==> config.mk <==
export PLATFORM = sky130hd
export DESIGN_NAME = decripto_flat
export DESIGN_NICKNAME = d
export VERILOG_FILES = /design/src/rtl/crypt_pkg.sv /design/src/rtl/decripto_if.sv /design/src/rtl/decripto_round.sv /design/src/rtl/decripto.sv /design/src/flat_wrapper.sv
export SDC_FILE = /design/constraint.sdc
export NUM_CORES = 1
export LEC_CHECK = 0
export ABC_CLOCK_PERIOD_IN_PS = 2500
export BUFFER_PORTS_ARGS = -buffer_cell sky130_fd_sc_hd__buf_2
export CAP_MARGIN = 25
export CORE_MARGIN = 2
export CORE_UTILIZATION = 51
export DETAILED_ROUTE_END_ITERATION = 12
export HOLD_SLACK_MARGIN = 0.03
export PLACE_DENSITY_LB_ADDON = 0.2
export SYNTH_ARGS = -nofsm -noshare
export SYNTH_HDL_FRONTEND = slang
export SYNTH_SLANG_ARGS = --single-unit
==> constraint.sdc <==
create_clock -name clk -period 2.5 [get_ports clk]
set_clock_uncertainty 0.2 [all_clocks]
set_input_delay 0.125 -clock clk [delete_from_list [all_inputs] [get_ports clk]]
set_output_delay 0.125 -clock clk [all_outputs]
set_load 0.01 [all_outputs]
==> src/rtl/crypt_pkg.sv <==
// Shared definitions for the cripto/decripto pair: widths, crypto-window address bits,
// rotation helpers and the decryption FSM state type.
package crypt_pkg;

  localparam int unsigned W_DEF      = 10;
  localparam int unsigned ROUNDS_DEF = 4;

  // One-hot address bits within the 0x0000_0200 crypto window
  localparam int unsigned ADDR_TRNG_BIT       = 1;
  localparam int unsigned ADDR_SETPT_BIT      = 2;
  localparam int unsigned ADDR_GET_CIPHER_BIT = 3;
  localparam int unsigned ADDR_DEC_CT_BIT     = 4;
  localparam int unsigned ADDR_DEC_PT_BIT     = 5;
  localparam int unsigned ADDR_DEC_STAT_BIT   = 6;

  localparam int unsigned MAX_W = 32;
  localparam int unsigned IDX_W = 5;

  typedef enum logic [1:0] {
    ST_IDLE = 2'd0,
    ST_RUN  = 2'd1,
    ST_DONE = 2'd2
  } dec_state_e;

  // Rotate the low w bits of x left by n (mod w); bits at and above w are zero
  function automatic logic [MAX_W-1:0] rotl(input logic [MAX_W-1:0] x,
                                            input int unsigned n,
                                            input int unsigned w);
    logic [MAX_W-1:0] y;
    y = '0;
    for (int unsigned i = 0; i < MAX_W; i++) begin
      if (i < w) y[IDX_W'((i + n) % w)] = x[IDX_W'(i)];
    end
    return y;
  endfunction

  // Rotate the low w bits of x right by n (mod w)
  function automatic logic [MAX_W-1:0] rotr(input logic [MAX_W-1:0] x,
                                            input int unsigned n,
                                            input int unsigned w);
    logic [MAX_W-1:0] y;
    y = '0;
    for (int unsigned i = 0; i < MAX_W; i++) begin
      if (i < w) y[IDX_W'(i)] = x[IDX_W'((i + n) % w)];
    end
    return y;
  endfunction

endpackage

==> src/rtl/decripto_if.sv <==
// CPU-side bus of the decryption peripheral: access strobes, store data, key and status.
interface decripto_if
  import crypt_pkg::*;
#(
  parameter int unsigned W = W_DEF
) ();

  logic        sel;
  logic        we;
  logic [7:0]  addr;
  logic [31:0] wdata;
  logic [W-1:0] key;
  logic [31:0] rdata;
  logic        busy;
  logic        done;

  modport master (
    output sel, we, addr, wdata, key,
    input  rdata, busy, done
  );

  modport slave (
    input  sel, we, addr, wdata, key,
    output rdata, busy, done
  );

endinterface

==> src/rtl/decripto_round.sv <==
// One inverse cipher round: x' = rotr1(x) ^ rotl(k, r).
module decripto_round
  import crypt_pkg::*;
#(
  parameter int unsigned W  = W_DEF,
  parameter int unsigned RW = 2
) (
  input  logic [W-1:0]  x,
  input  logic [W-1:0]  k,
  input  logic [RW-1:0] r,
  output logic [W-1:0]  x_next
);

  assign x_next = W'(rotr(MAX_W'(x), 1, W)) ^ W'(rotl(MAX_W'(k), 32'(r), W));

endmodule

==> src/rtl/decripto.sv <==
// Memory-mapped iterative decryptor: CT write snapshots the key and runs ROUNDS inverse
// rounds, one per clock, then latches the plaintext and raises a sticky done flag.
module decripto
  import crypt_pkg::*;
#(
  parameter int unsigned W      = W_DEF,
  parameter int unsigned ROUNDS = ROUNDS_DEF
) (
  input  logic      clk,
  input  logic      reset,
  decripto_if.slave bus
);

  localparam int unsigned RW = (ROUNDS > 1) ? $clog2(ROUNDS) : 1;

  dec_state_e    state_q, state_d;
  logic [W-1:0]  x_q, x_d;
  logic [W-1:0]  key_q, key_d;
  logic [W-1:0]  pt_q, pt_d;
  logic [RW-1:0] r_q, r_d;
  logic          busy_q, busy_d;
  logic          done_q, done_d;
  logic [W-1:0]  x_round;
  logic          ct_wr_c;
  logic [31:0]   rdata_c;

  assign ct_wr_c = bus.sel & bus.we & bus.addr[ADDR_DEC_CT_BIT];

  decripto_round #(
    .W  (W),
    .RW (RW)
  ) u_round (
    .x      (x_q),
    .k      (key_q),
    .r      (r_q),
    .x_next (x_round)
  );

  // Next state: a CT write always (re)starts, aborting any run in progress
  always_comb begin
    state_d = state_q;
    x_d     = x_q;
    key_d   = key_q;
    pt_d    = pt_q;
    r_d     = r_q;
    if (ct_wr_c) begin
      state_d = ST_RUN;
      x_d     = W'(bus.wdata);
      key_d   = bus.key;
      r_d     = RW'(ROUNDS - 1);
    end else begin
      case (state_q)
        ST_IDLE: ;
        ST_RUN: begin
          x_d = x_round;
          if (r_q == '0) begin
            state_d = ST_DONE;
            pt_d    = x_round;
          end else begin
            r_d = r_q - RW'(1);
          end
        end
        ST_DONE: ;
        default: state_d = ST_IDLE;
      endcase
    end
    busy_d = (state_d == ST_RUN);
    done_d = (state_d == ST_DONE);
  end

  always_ff @(posedge clk) begin
    if (reset) begin
      state_q <= ST_IDLE;
      x_q     <= '0;
      key_q   <= '0;
      pt_q    <= '0;
      r_q     <= '0;
      busy_q  <= 1'b0;
      done_q  <= 1'b0;
    end else begin
      state_q <= state_d;
      x_q     <= x_d;
      key_q   <= key_d;
      pt_q    <= pt_d;
      r_q     <= r_d;
      busy_q  <= busy_d;
      done_q  <= done_d;
    end
  end

  // Read mux; the CT address is write-only and wins over the read addresses
  always_comb begin
    rdata_c = '0;
    if (bus.sel) begin
      if (bus.addr[ADDR_DEC_CT_BIT])        rdata_c = '0;
      else if (bus.addr[ADDR_DEC_PT_BIT])   rdata_c = 32'(pt_q);
      else if (bus.addr[ADDR_DEC_STAT_BIT]) rdata_c = 32'({done_q, busy_q});
    end
  end

  assign bus.rdata = rdata_c;
  assign bus.busy  = busy_q;
  assign bus.done  = done_q;

endmodule

==> src/flat_wrapper.sv <==
// flat-port wrapper written by rule: the top's interface ports become plain ports
module decripto_flat import crypt_pkg::*;
#(
  parameter int unsigned W      = W_DEF,
  parameter int unsigned ROUNDS = ROUNDS_DEF
)
  (clk, reset, bus_sel, bus_we, bus_addr, bus_wdata, bus_key, bus_rdata, bus_busy, bus_done);
  decripto_if #(.W(W)) bus_i ();
  input  logic clk;
  input  logic reset;
  input wire logic [$bits(bus_i.sel)-1:0] bus_sel;
  input wire logic [$bits(bus_i.we)-1:0] bus_we;
  input wire logic [$bits(bus_i.addr)-1:0] bus_addr;
  input wire logic [$bits(bus_i.wdata)-1:0] bus_wdata;
  input wire logic [$bits(bus_i.key)-1:0] bus_key;
  output wire logic [$bits(bus_i.rdata)-1:0] bus_rdata;
  output wire logic [$bits(bus_i.busy)-1:0] bus_busy;
  output wire logic [$bits(bus_i.done)-1:0] bus_done;
  assign bus_i.sel = bus_sel;
  assign bus_i.we = bus_we;
  assign bus_i.addr = bus_addr;
  assign bus_i.wdata = bus_wdata;
  assign bus_i.key = bus_key;
  assign bus_rdata = bus_i.rdata;
  assign bus_busy = bus_i.busy;
  assign bus_done = bus_i.done;
  decripto #(.W(W), .ROUNDS(ROUNDS)) u_core (.clk(clk), .reset(reset), .bus(bus_i));
endmodule
==> flow_metrics.tcl, run 1 <==
set metrics [dict create \
    status "finished, final reports clean" \
    clkSlewWorstSetupHoldPaths_ns 0.08 \
    wirelength_um 6981 \
    synth_most_common_cell "nand2_1" \
    period_share_pct 94.80 \
    cts_made_buffers 5 \
    track_usage_pct 24.97 \
    clock_tree.root_cell "clkbuf_8" \
    num_vias 2641 \
    ys.warnings.count 0 \
    synthTopCellsByArea "dfxtp_1 (28%), a21oi_1 (8.1%), nand2_1 (7.5%)" \
    synth_xor_area_share_pct 3.693 \
    max_cap_viol_count 0 \
    clock-sinks 36 \
    grt_pass1_vias 2303 \
    synth.distinct_cells 56 \
    drt_pass1_iterations 4 \
    antenna_found_initial 0 \
    synthesis.instances 351 \
    period_minus_slack_ns 2.370 \
    viasPerCell 5.468 \
    cts.htree.levels 2 \
    gp_congestion 0.9485 \
    antenna_cells 0 \
    syn_area_per_cell_um2 7.432 \
    syn2layout_area_growth_pct 22.54 \
    synthFlopType "dfxtp_1" \
    synthAdderAreaFrac_pct 3.837 \
    rsz0062_at_grt "no" \
    tns_ns 0 \
    synth_area_leader_cell "dfxtp_1" \
    required_ns 2.52 \
    io_buffers 38 \
    hpwl_um 5042 \
    grt_pass1_wl_um 10810 \
    synth-compound-area-share_pct 24.84 \
    path_max_fanout 9 \
    setup_viol 0 \
    critical_path_class "reg2reg" \
    max_slew_margin_pct 53.80 \
    synth_seq_area_share_pct 27.63 \
    drive_gt1_share_pct 21.07 \
    die_area_mm2 0.005703 \
    cts_tree "built" \
    synth_top_area_share_pct 27.63 \
    clk_latency_ns 0.29 \
    critPathCaptureType "flop" \
    row_count 26 \
    fin_nets 474 \
    synth_top_family_by_area "simple AND/OR/NAND/NOR gates" \
    synth_edf_count 0 \
    synth_seq_cells 36 \
    final_hold_viol_count 0 \
    synth_common_cells "nand2_1 (52), a21oi_1 (42), dfxtp_1 (36)" \
    start_util_pct 52.07 \
    overflow 0 \
    core_area_mm2 0.005010 \
    ant_nets 0 \
    drt_iter0_markers 186 \
    die_w_um 75.52 \
    syn-cell-area_mm2 0.002609 \
    min_path_type "in2reg" \
    cts.path.max_buffers 2 \
    yosys.area_share.simple_pct 26.86 \
    die_h_um 75.52 \
    crit_arrival_ns 2.39 \
    p_leak_uw 0.001300 \
    peakVddDrop_mv 0.5497 \
    wl_per_cell_um 14.45 \
    slew_violations 0 \
    synthArstFlopShare_pct 0 \
    drc 0 \
    cts_setup_buffers 0 \
    muxShareOfSynthArea_pct 0.3837 \
    powerDensity_mw_per_mm2 468.4 \
    worstSetupStartpointType "flop" \
    ios 88 \
    whs_ns 0.1622 \
    worst-slew-pin-transition_ns 0.6931 \
    grt_max_degree 41 \
    max_freq_mhz 421.9 \
]
==> stage by stage <==
| step | power [uW] | instances | cell area [um^2] | utilization (%) | setup slack [ns] |
|---|---|---|---|---|---|
| after global placement | 963.5 | 455 | 2859 | 57.07 | 0.1037 |
| after detailed placement | 965.8 | 455 | 2859 | 57.07 | 0.09428 |
| final | 1497 | 483 | 3197 | 63.81 | 0.1299 |
| after global routing | 1570 | 483 | 3197 | 63.81 | 0.01334 |
| after floorplan | 884.2 | 372 | 2688 | - | 0.1783 |
| after CTS | 1500 | 483 | 3171 | 63.29 | 0.08674 |
==> worst paths after layout <==
| check | startpoint | to | slack, ns | cells after the start |
|---|---|---|---|---|
| min | reset | u_core.state_q[0] | 0.16 | 2 |
| max reg2reg | u_core.r_q[0] | u_core.pt_q[5] | 0.13 | 8 |
| max | u_core.r_q[0] | u_core.pt_q[5] | 0.13 | 8 |
| min reg2reg | u_core.pt_q[2] | u_core.pt_q[2] | 0.26 | 2 |
==> power breakdown <==
group	switching (uW)	internal, uW	total (uW)
Clock	215	295	510
Sequential	21.5	598	619
Combinational	207	162	368
Total	443	1050	1500
==> state kept, by name (all words and copies together) (netlist names) <==
register and count:
u_core.key_q 10, u_core.pt_q 10, u_core.r_q 2, u_core.bus.busy 1, u_core.state_q 2, u_core.bus.done 1
u_core.x_q 10
==> logic make-up after synthesis <==
kind of cell    Yosys count
buf+inv                  57
mux                       1
flops                    36
fa+ha+maj                 8
other cells               1
compound gates           97
xor+xnor                 11
simple gates            140
==> critical path, stage by stage (launching register included) <==
cell and delay [ns]:
dfxtp_2 0.33, buf_4 0.16, ha_1 0.33, or2_1 0.26
a211oi_1 0.26, a2bb2oi_2 0.22, xor2_1 0.30, nor2_1 0.07
nor3_1 0.17
==> cell usage in the layout, fill, tap and decap left out, types with 2 or more instances in the layout <==
cell type / instances
ha_1: 5
dfxtp_1: 34
nor2b_1: 5
and3b_1: 2
ha_2: 3
clkbuf_8: 5
o211ai_1: 4
buf_2: 38
dfxtp_2: 2
a221oi_2: 2
a211oi_1: 7
o22ai_1: 4
a211oi_2: 2
xnor2_1: 6
nand2b_1: 7
xor2_1: 5
buf_4: 23
a21oi_1: 42
nand2_1: 52
nand3b_1: 5
nand4b_1: 3
o21ai_0: 9
a211o_1: 2
nor2_1: 23
a31oi_1: 8
nor3_1: 6
dlygate4sd3_1: 20
and3_1: 9
and2_1: 10
nand3_1: 8
inv_1: 7
or3_1: 3
o2111ai_1: 3
conb_1: 22
==> layout make-up <==
cell class / instances / area, um^2
clock inverter: 3 / 42.54
sequential: 36 / 723.2
tap: 70 / 87.58
multi-input combinational: 279 / 1662
fill: 467 / 1813
clock buffer: 5 / 68.82
timing repair buffer: 82 / 583.1
inverter: 8 / 30.03
==> timing repair <==
| item | CTS | global route |
|---|---|---|
| hold buffers | 20 | 0 |
| resized for setup | 0 | 9 |
| hold endpoints to repair | 20 | 0 |
| endpoints found under the setup margin | 0 | 8 |
==> per-layer routing <==
metal | up-vias | part of all wire [%] | GRT usage [%]
met5 | - | 0 | 0
met4 | 0 | 2.4 | 10.33
met3 | 16 | 5.8 | 4.894
met2 | 93 | 46 | 38.16
met1 | 1221 | 45 | 34.50
li1 | 1311 | - | -
Note: power is estimated with default switching activity, not from simulation.
==> inputs of run 2 (changes only) <==
--- a/config.mk
+++ b/config.mk
@@ -5,12 +5,14 @@
 export SDC_FILE = /design/constraint.sdc
 export NUM_CORES = 1
 export LEC_CHECK = 0
+export ABC_AREA = 1
 export ABC_CLOCK_PERIOD_IN_PS = 2500
 export BUFFER_PORTS_ARGS = -buffer_cell sky130_fd_sc_hd__buf_2
 export CAP_MARGIN = 25
 export CORE_MARGIN = 2
 export CORE_UTILIZATION = 51
 export DETAILED_ROUTE_END_ITERATION = 12
+export GPL_ROUTABILITY_DRIVEN = 0
 export HOLD_SLACK_MARGIN = 0.03
 export PLACE_DENSITY_LB_ADDON = 0.2
 export SYNTH_ARGS = -nofsm -noshare
==> flow_metrics.tcl, run 2 <==
set metrics [dict create \
    status "finished, final reports clean" \
    p_sw_share_pct 30.79 \
    viasPerCell 5.093 \
    power_frac_comb_pct 24.0 \
    synth_top_family_by_area "simple AND/OR/NAND/NOR gates" \
    worstSetupStartpointType "flop" \
    synth_edf_count 0 \
    synth_top_area_share_pct 26.62 \
    seq_power_share_pct 41.7 \
    grt_pass1_vias 2679 \
    peakVddDrop_mv 0.3900 \
    synthFlopType "dfxtp_1" \
    critical_path_class "reg2reg" \
    path_cells "ha_1 -> inv_1 -> a21oi_1 -> o21ai_0 -> o221ai_1 -> nand3_1 -> nand3_1 -> nand3_1 -> o211ai_1 -> inv_1" \
    drt_iter0_markers 184 \
    synthesis.instances 439 \
    muxShareOfSynthArea_pct 0 \
    fin_nets 558 \
    layout_common_cells "nand2_1 (118), inv_1 (61), nand3_1 (42), a21oi_1 (42), buf_2 (38)" \
    fillerInstances 517 \
    grt_max_degree 26 \
    synth_seq_cells 36 \
    synth_common_cells "nand2_1 (118), inv_1 (61), a21oi_1 (42), nand3_1 (42), dfxtp_1 (36)" \
    cts_tree "built" \
    path_common_cell "nand3_1" \
    synth-compound-area-share_pct 19.41 \
    cts_made_buffers 5 \
    reg.largest.list "u_core.key_q x10, u_core.pt_q x10, u_core.x_q x10" \
    io_buffers 38 \
    die_w_um 76.86 \
    slew_violations 0 \
    setup_viol 0 \
    post-route-util_pct 62.03 \
    syn-cell-area_mm2 0.002708 \
    drive_gt1_share_pct 14.89 \
    num_vias 2888 \
    required_ns 2.48 \
    antenna_found_initial 0 \
    critPathCaptureType "flop" \
    cts.htree.levels 2 \
    clock_tree.root_cell "clkbuf_8" \
    die_h_um 76.86 \
    core_area_mm2 0.005107 \
    p_leak_uw 0.001490 \
    power_switching_uw 457.2 \
    ios 88 \
    overflow 0 \
    ys.warnings.count 0 \
    die_area_mm2 0.005907 \
    synth.distinct_cells 34 \
    hpwl_um 4966 \
    synthAdderAreaFrac_pct 3.697 \
    wl_per_cell_um 12.12 \
    max_freq_mhz 448.9 \
    syn2layout_area_growth_pct 17.01 \
    synthTopCellsByArea "dfxtp_1 (27%), nand2_1 (16%), inv_1 (8.5%)" \
    wirelength_um 6873 \
    clkSlewWorstSetupHoldPaths_ns 0.07 \
    path_max_fanout 10 \
    final_common_cell "nand2_1" \
    final_hold_viol_count 0 \
    period_share_pct 89.11 \
    period_minus_slack_ns 2.228 \
    powerDensity_mw_per_mm2 468.8 \
    clk_latency_ns 0.28 \
    rsz0062_at_grt "no" \
    syn_area_per_cell_um2 6.168 \
    cts.path.max_buffers 2 \
    start_util_pct 53.01 \
    track_usage_pct 24.61 \
    crit_buf_inv 2 \
    synth_area_leader_cell "dfxtp_1" \
    tns_ns 0 \
    yosys.area_share.simple_pct 29.71 \
    synthArstFlopShare_pct 0 \
    ant_nets 0 \
    drt_pass1_iterations 5 \
    clock-sinks 36 \
    slowest_stage "ha_1" \
    synth_xor_area_share_pct 0.3235 \
    cp_slowest_stage_delay_ns 0.46 \
    critPathTopFamily "adder cells" \
    antenna_cells 0 \
    grt_pass1_wl_um 11870 \
    row_count 26 \
    max_cap_viol_count 0 \
    p_int_uw 1028 \
    drc 0 \
    min_path_type "in2reg" \
    pwr-share-clk_pct 34.3 \
    crit_arrival_ns 2.21 \
    synth_most_common_cell "nand2_1" \
    synth_seq_area_share_pct 26.62 \
]
-- run 2: changes by cell type in the layout (fill, tap and decap cells not counted), sizes merged, moves of 9 or more --
cell / delta
a211oi: -9
and2: -10
and3: -9
buf: -13
inv: +58
nand2: +70
nand3: +36
o21ai: +28
-- run 2: power by group through the flow --
stage	clock, uW	sequential [uW]	combinational (uW)
finish	510	619	356
global route	542	623	402
floorplan	0	630	265
detailed placement	0	632	325
CTS	517	619	348
global placement	0	631	322
-- run 2: kinds of logic after synthesis --
kind of cell,after synthesis
AND/OR/NAND/NOR,191
buffers and inverters,107
AO/OA/AOI/OAI,95
flip-flops,36
adder cells (fa/ha/maj),8
XOR/XNOR,1
other,1
-- run 2: what timing repair did --
item,CTS,global route
gates resized for setup,0,1
endpoints found under the hold margin,18,0
setup buffers,0,0
setup endpoints to repair,0,3
hold buffers,18,0
-- run 2: area by class of cell --
| cell class | count | area, um^2 | area share, % |
|---|---|---|---|
| Timing Repair Buffer | 67 | 452.9 | 14.30 |
| Multi-Input combinational cell | 317 | 1524 | 48.10 |
| Clock inverter | 2 | 35.03 | 1.106 |
| Inverter | 69 | 275.3 | 8.689 |
| Clock buffer | 6 | 72.57 | 2.291 |
| Sequential cell | 36 | 720.7 | 22.75 |
| Tap cell | 70 | 87.58 | 2.765 |
-- run 2: worst paths after layout --
path         slack, ns      startpoint              to  depth (start not counted)
max               0.27   u_core.r_q[1]  u_core.pt_q[2]                         10
min               0.07    bus_wdata[2]   u_core.x_q[2]                          5
max reg2reg       0.27   u_core.r_q[1]  u_core.pt_q[2]                         10
min reg2reg       0.27  u_core.pt_q[9]  u_core.pt_q[9]                          2
-- run 2: per-stage QoR --
stage          cell area (um^2)  power [uW]  setup WS, ns  cells  hold slack, ns
3_5_place_dp               2878       956.9        0.2657    541          0.2109
4_1_cts                    3166        1484        0.2534    567         0.06559
2_1_floorplan              2786       894.6        0.4705    460         0.06956
6_report                   3168        1485        0.2723    567         0.07321
5_1_grt                    3168        1566        0.1107    567         0.09079
3_3_place_gp               2878       952.9        0.3010    541          0.1994
-- run 2: tightest hold or removal path: stages --
cell     delay, ns
buf_2         0.07
o21ai_0       0.08
a31oi_1       0.15
nand2_1       0.06
inv_1         0.05
-- run 2: routing by layer --
layer,part of all wire (%),vias to the layer above,GRT usage [%]
li1,-,1469,-
met4,2.2,0,7.818
met5,0,-,0
met3,8.5,21,5.412
met1,44,1269,31.97
met2,45,129,40.53
==> inputs of run 3 (changes only) <==
--- a/config.mk
+++ b/config.mk
@@ -5,7 +5,6 @@
 export SDC_FILE = /design/constraint.sdc
 export NUM_CORES = 1
 export LEC_CHECK = 0
-export ABC_AREA = 1
 export ABC_CLOCK_PERIOD_IN_PS = 2500
 export BUFFER_PORTS_ARGS = -buffer_cell sky130_fd_sc_hd__buf_2
 export CAP_MARGIN = 25
==> flow_metrics.tcl, run 3 (synthesis gave the netlist of run 1 again) <==
set metrics [dict create \
    status "finished, final reports clean" \
    wirelength_um 6649 \
    syn2layout_area_growth_pct 20.24 \
    hpwl_um 4789 \
    drt_pass1_iterations 4 \
    reg2regPathDepth 9 \
    cts.path.max_buffers 2 \
    track_usage_pct 24.64 \
    dp_cells 452 \
    critical_path_class "reg2reg" \
    whs_ns 0.1788 \
    layout_common_cells "nand2_1 (52), a21oi_1 (42), buf_2 (38)" \
    io_buffers 38 \
    grt_max_degree 41 \
    rsz0062_at_grt "yes" \
    pre_cts_ws_ns 0.002618 \
    max_cap_viol_count 0 \
    clock-sinks 36 \
    core_area_mm2 0.005010 \
    reg.largest.list "u_core.key_q x10, u_core.pt_q x10, u_core.x_q x10" \
    period_share_pct 95.12 \
    grt_pass1_vias 2334 \
    setup_viol 0 \
    clkSlewWorstSetupHoldPaths_ns 0.08 \
    clk_latency_ns 0.29 \
    antenna_cells 0 \
    die_h_um 75.52 \
    overflow 0 \
    max_freq_mhz 420.5 \
    wl_per_cell_um 13.79 \
    final_hold_viol_count 0 \
    clock_tree.root_cell "clkbuf_8" \
    worst-slew-pin-transition_ns 0.7210 \
    p_leak_uw 0.001287 \
    tns_ns 0 \
    pwr-share-clk_pct 29.3 \
    final_common_cell "nand2_1" \
    period_minus_slack_ns 2.378 \
    p_int_uw 952.7 \
    antenna_found_initial 0 \
    slew_violations 0 \
    required_ns 2.51 \
    min_path_type "in2reg" \
    row_count 26 \
    start_util_pct 52.07 \
    worstSetupStartpointType "flop" \
    drt_iter0_markers 246 \
    viasPerCell 5.479 \
    ant_nets 0 \
    grt_pass1_wl_um 10870 \
    crit_arrival_ns 2.38 \
    critPathCaptureType "flop" \
    power_switching_uw 437.7 \
    fillerInstances 494 \
    finalWorstSetupSlack_ns 0.1220 \
    stdcell_count 482 \
    hold_depth 2 \
    max_slew_margin_pct 51.93 \
    drc 0 \
    drive_gt1_share_pct 19.66 \
    die_w_um 75.52 \
    seq_power_share_pct 44.6 \
    peakVddDrop_mv 0.3553 \
    ios 88 \
    cts_made_buffers 5 \
    cts_tree "built" \
    power_frac_comb_pct 26.1 \
    num_vias 2641 \
    path_max_fanout 6 \
    die_area_mm2 0.005703 \
    fin_nets 473 \
    cts.htree.levels 2 \
    p_sw_share_pct 31.48 \
    powerDensity_mw_per_mm2 443.2 \
]
run 3: cell types whose count changed in the layout (fill, tap and decap cells not counted), sizes merged, moves of 7 or more:
cell / change
a211oi: +9
a31oi: +7
and2: +10
and3: +9
buf: +12
inv: -58
nand2: -70
nand2b: +7
nand3: -36
o21ai: -28
run 3: final cells by class:
cell class                 instances  area [um^2]  area share [%]
clock inverter                     3        18.77          0.5983
multi-input combinational        279         1645           52.45
inverter                           8        30.03          0.9573
tap                               70        87.58           2.792
clock buffer                       5        68.82           2.194
sequential                        36        723.2           23.06
timing repair buffer              81        563.0           17.95
run 3: timing repair:
item	in CTS	in global routing
hold buffers	20	0
endpoints found under the hold margin	20	0
setup buffers	1	1
setup endpoints to repair	1	19
pin swaps	1	1
resized for setup	0	4
run 3: worst max-delay path, cell delays in order, from the launching register on:
cell      delay [ns]
dfxtp_2         0.39
inv_1           0.10
ha_1            0.34
and2_1          0.18
buf_4           0.15
a221oi_2        0.26
a21oi_1         0.13
xnor2_1         0.24
nand2_1         0.11
a211oi_2        0.21
run 3: routing by layer:
metal  GRT usage (%)  vias up  wire [um]
li1                -     1307          -
met1           35.03     1214       3007
met2           39.32      106       3150
met3           4.365       14        432
met4           5.068        0         59
met5               0        -          0
run 3: path summary, 6_finish.rpt:
check | from | slack (ns) | end
max | u_core.r_q[0] | 0.12 | u_core.x_q[2]
min | reset | 0.18 | u_core.state_q[0]
max reg2reg | u_core.r_q[0] | 0.12 | u_core.x_q[2]
min reg2reg | u_core.pt_q[2] | 0.26 | u_core.pt_q[2]
run 3: through the flow:
stage                     instance area, um^2  util [%]  power (uW)
after floorplan                          2688         -       884.2
after global placement                   2824     56.37       952.5
after detailed placement                 2824     56.37       955.8
after CTS                                3119     62.26        1388
after global routing                     3137     62.61        1469
final                                    3137     62.61        1390
run 3: power groups by stage:
stage               clock network [uW]  logic, uW  registers (uW)
global route                       440        404             624
finish                             407        363             620
floorplan                            0        257             627
detailed placement                   0        323             632
CTS                                417        352             619
global placement                     0        321             632
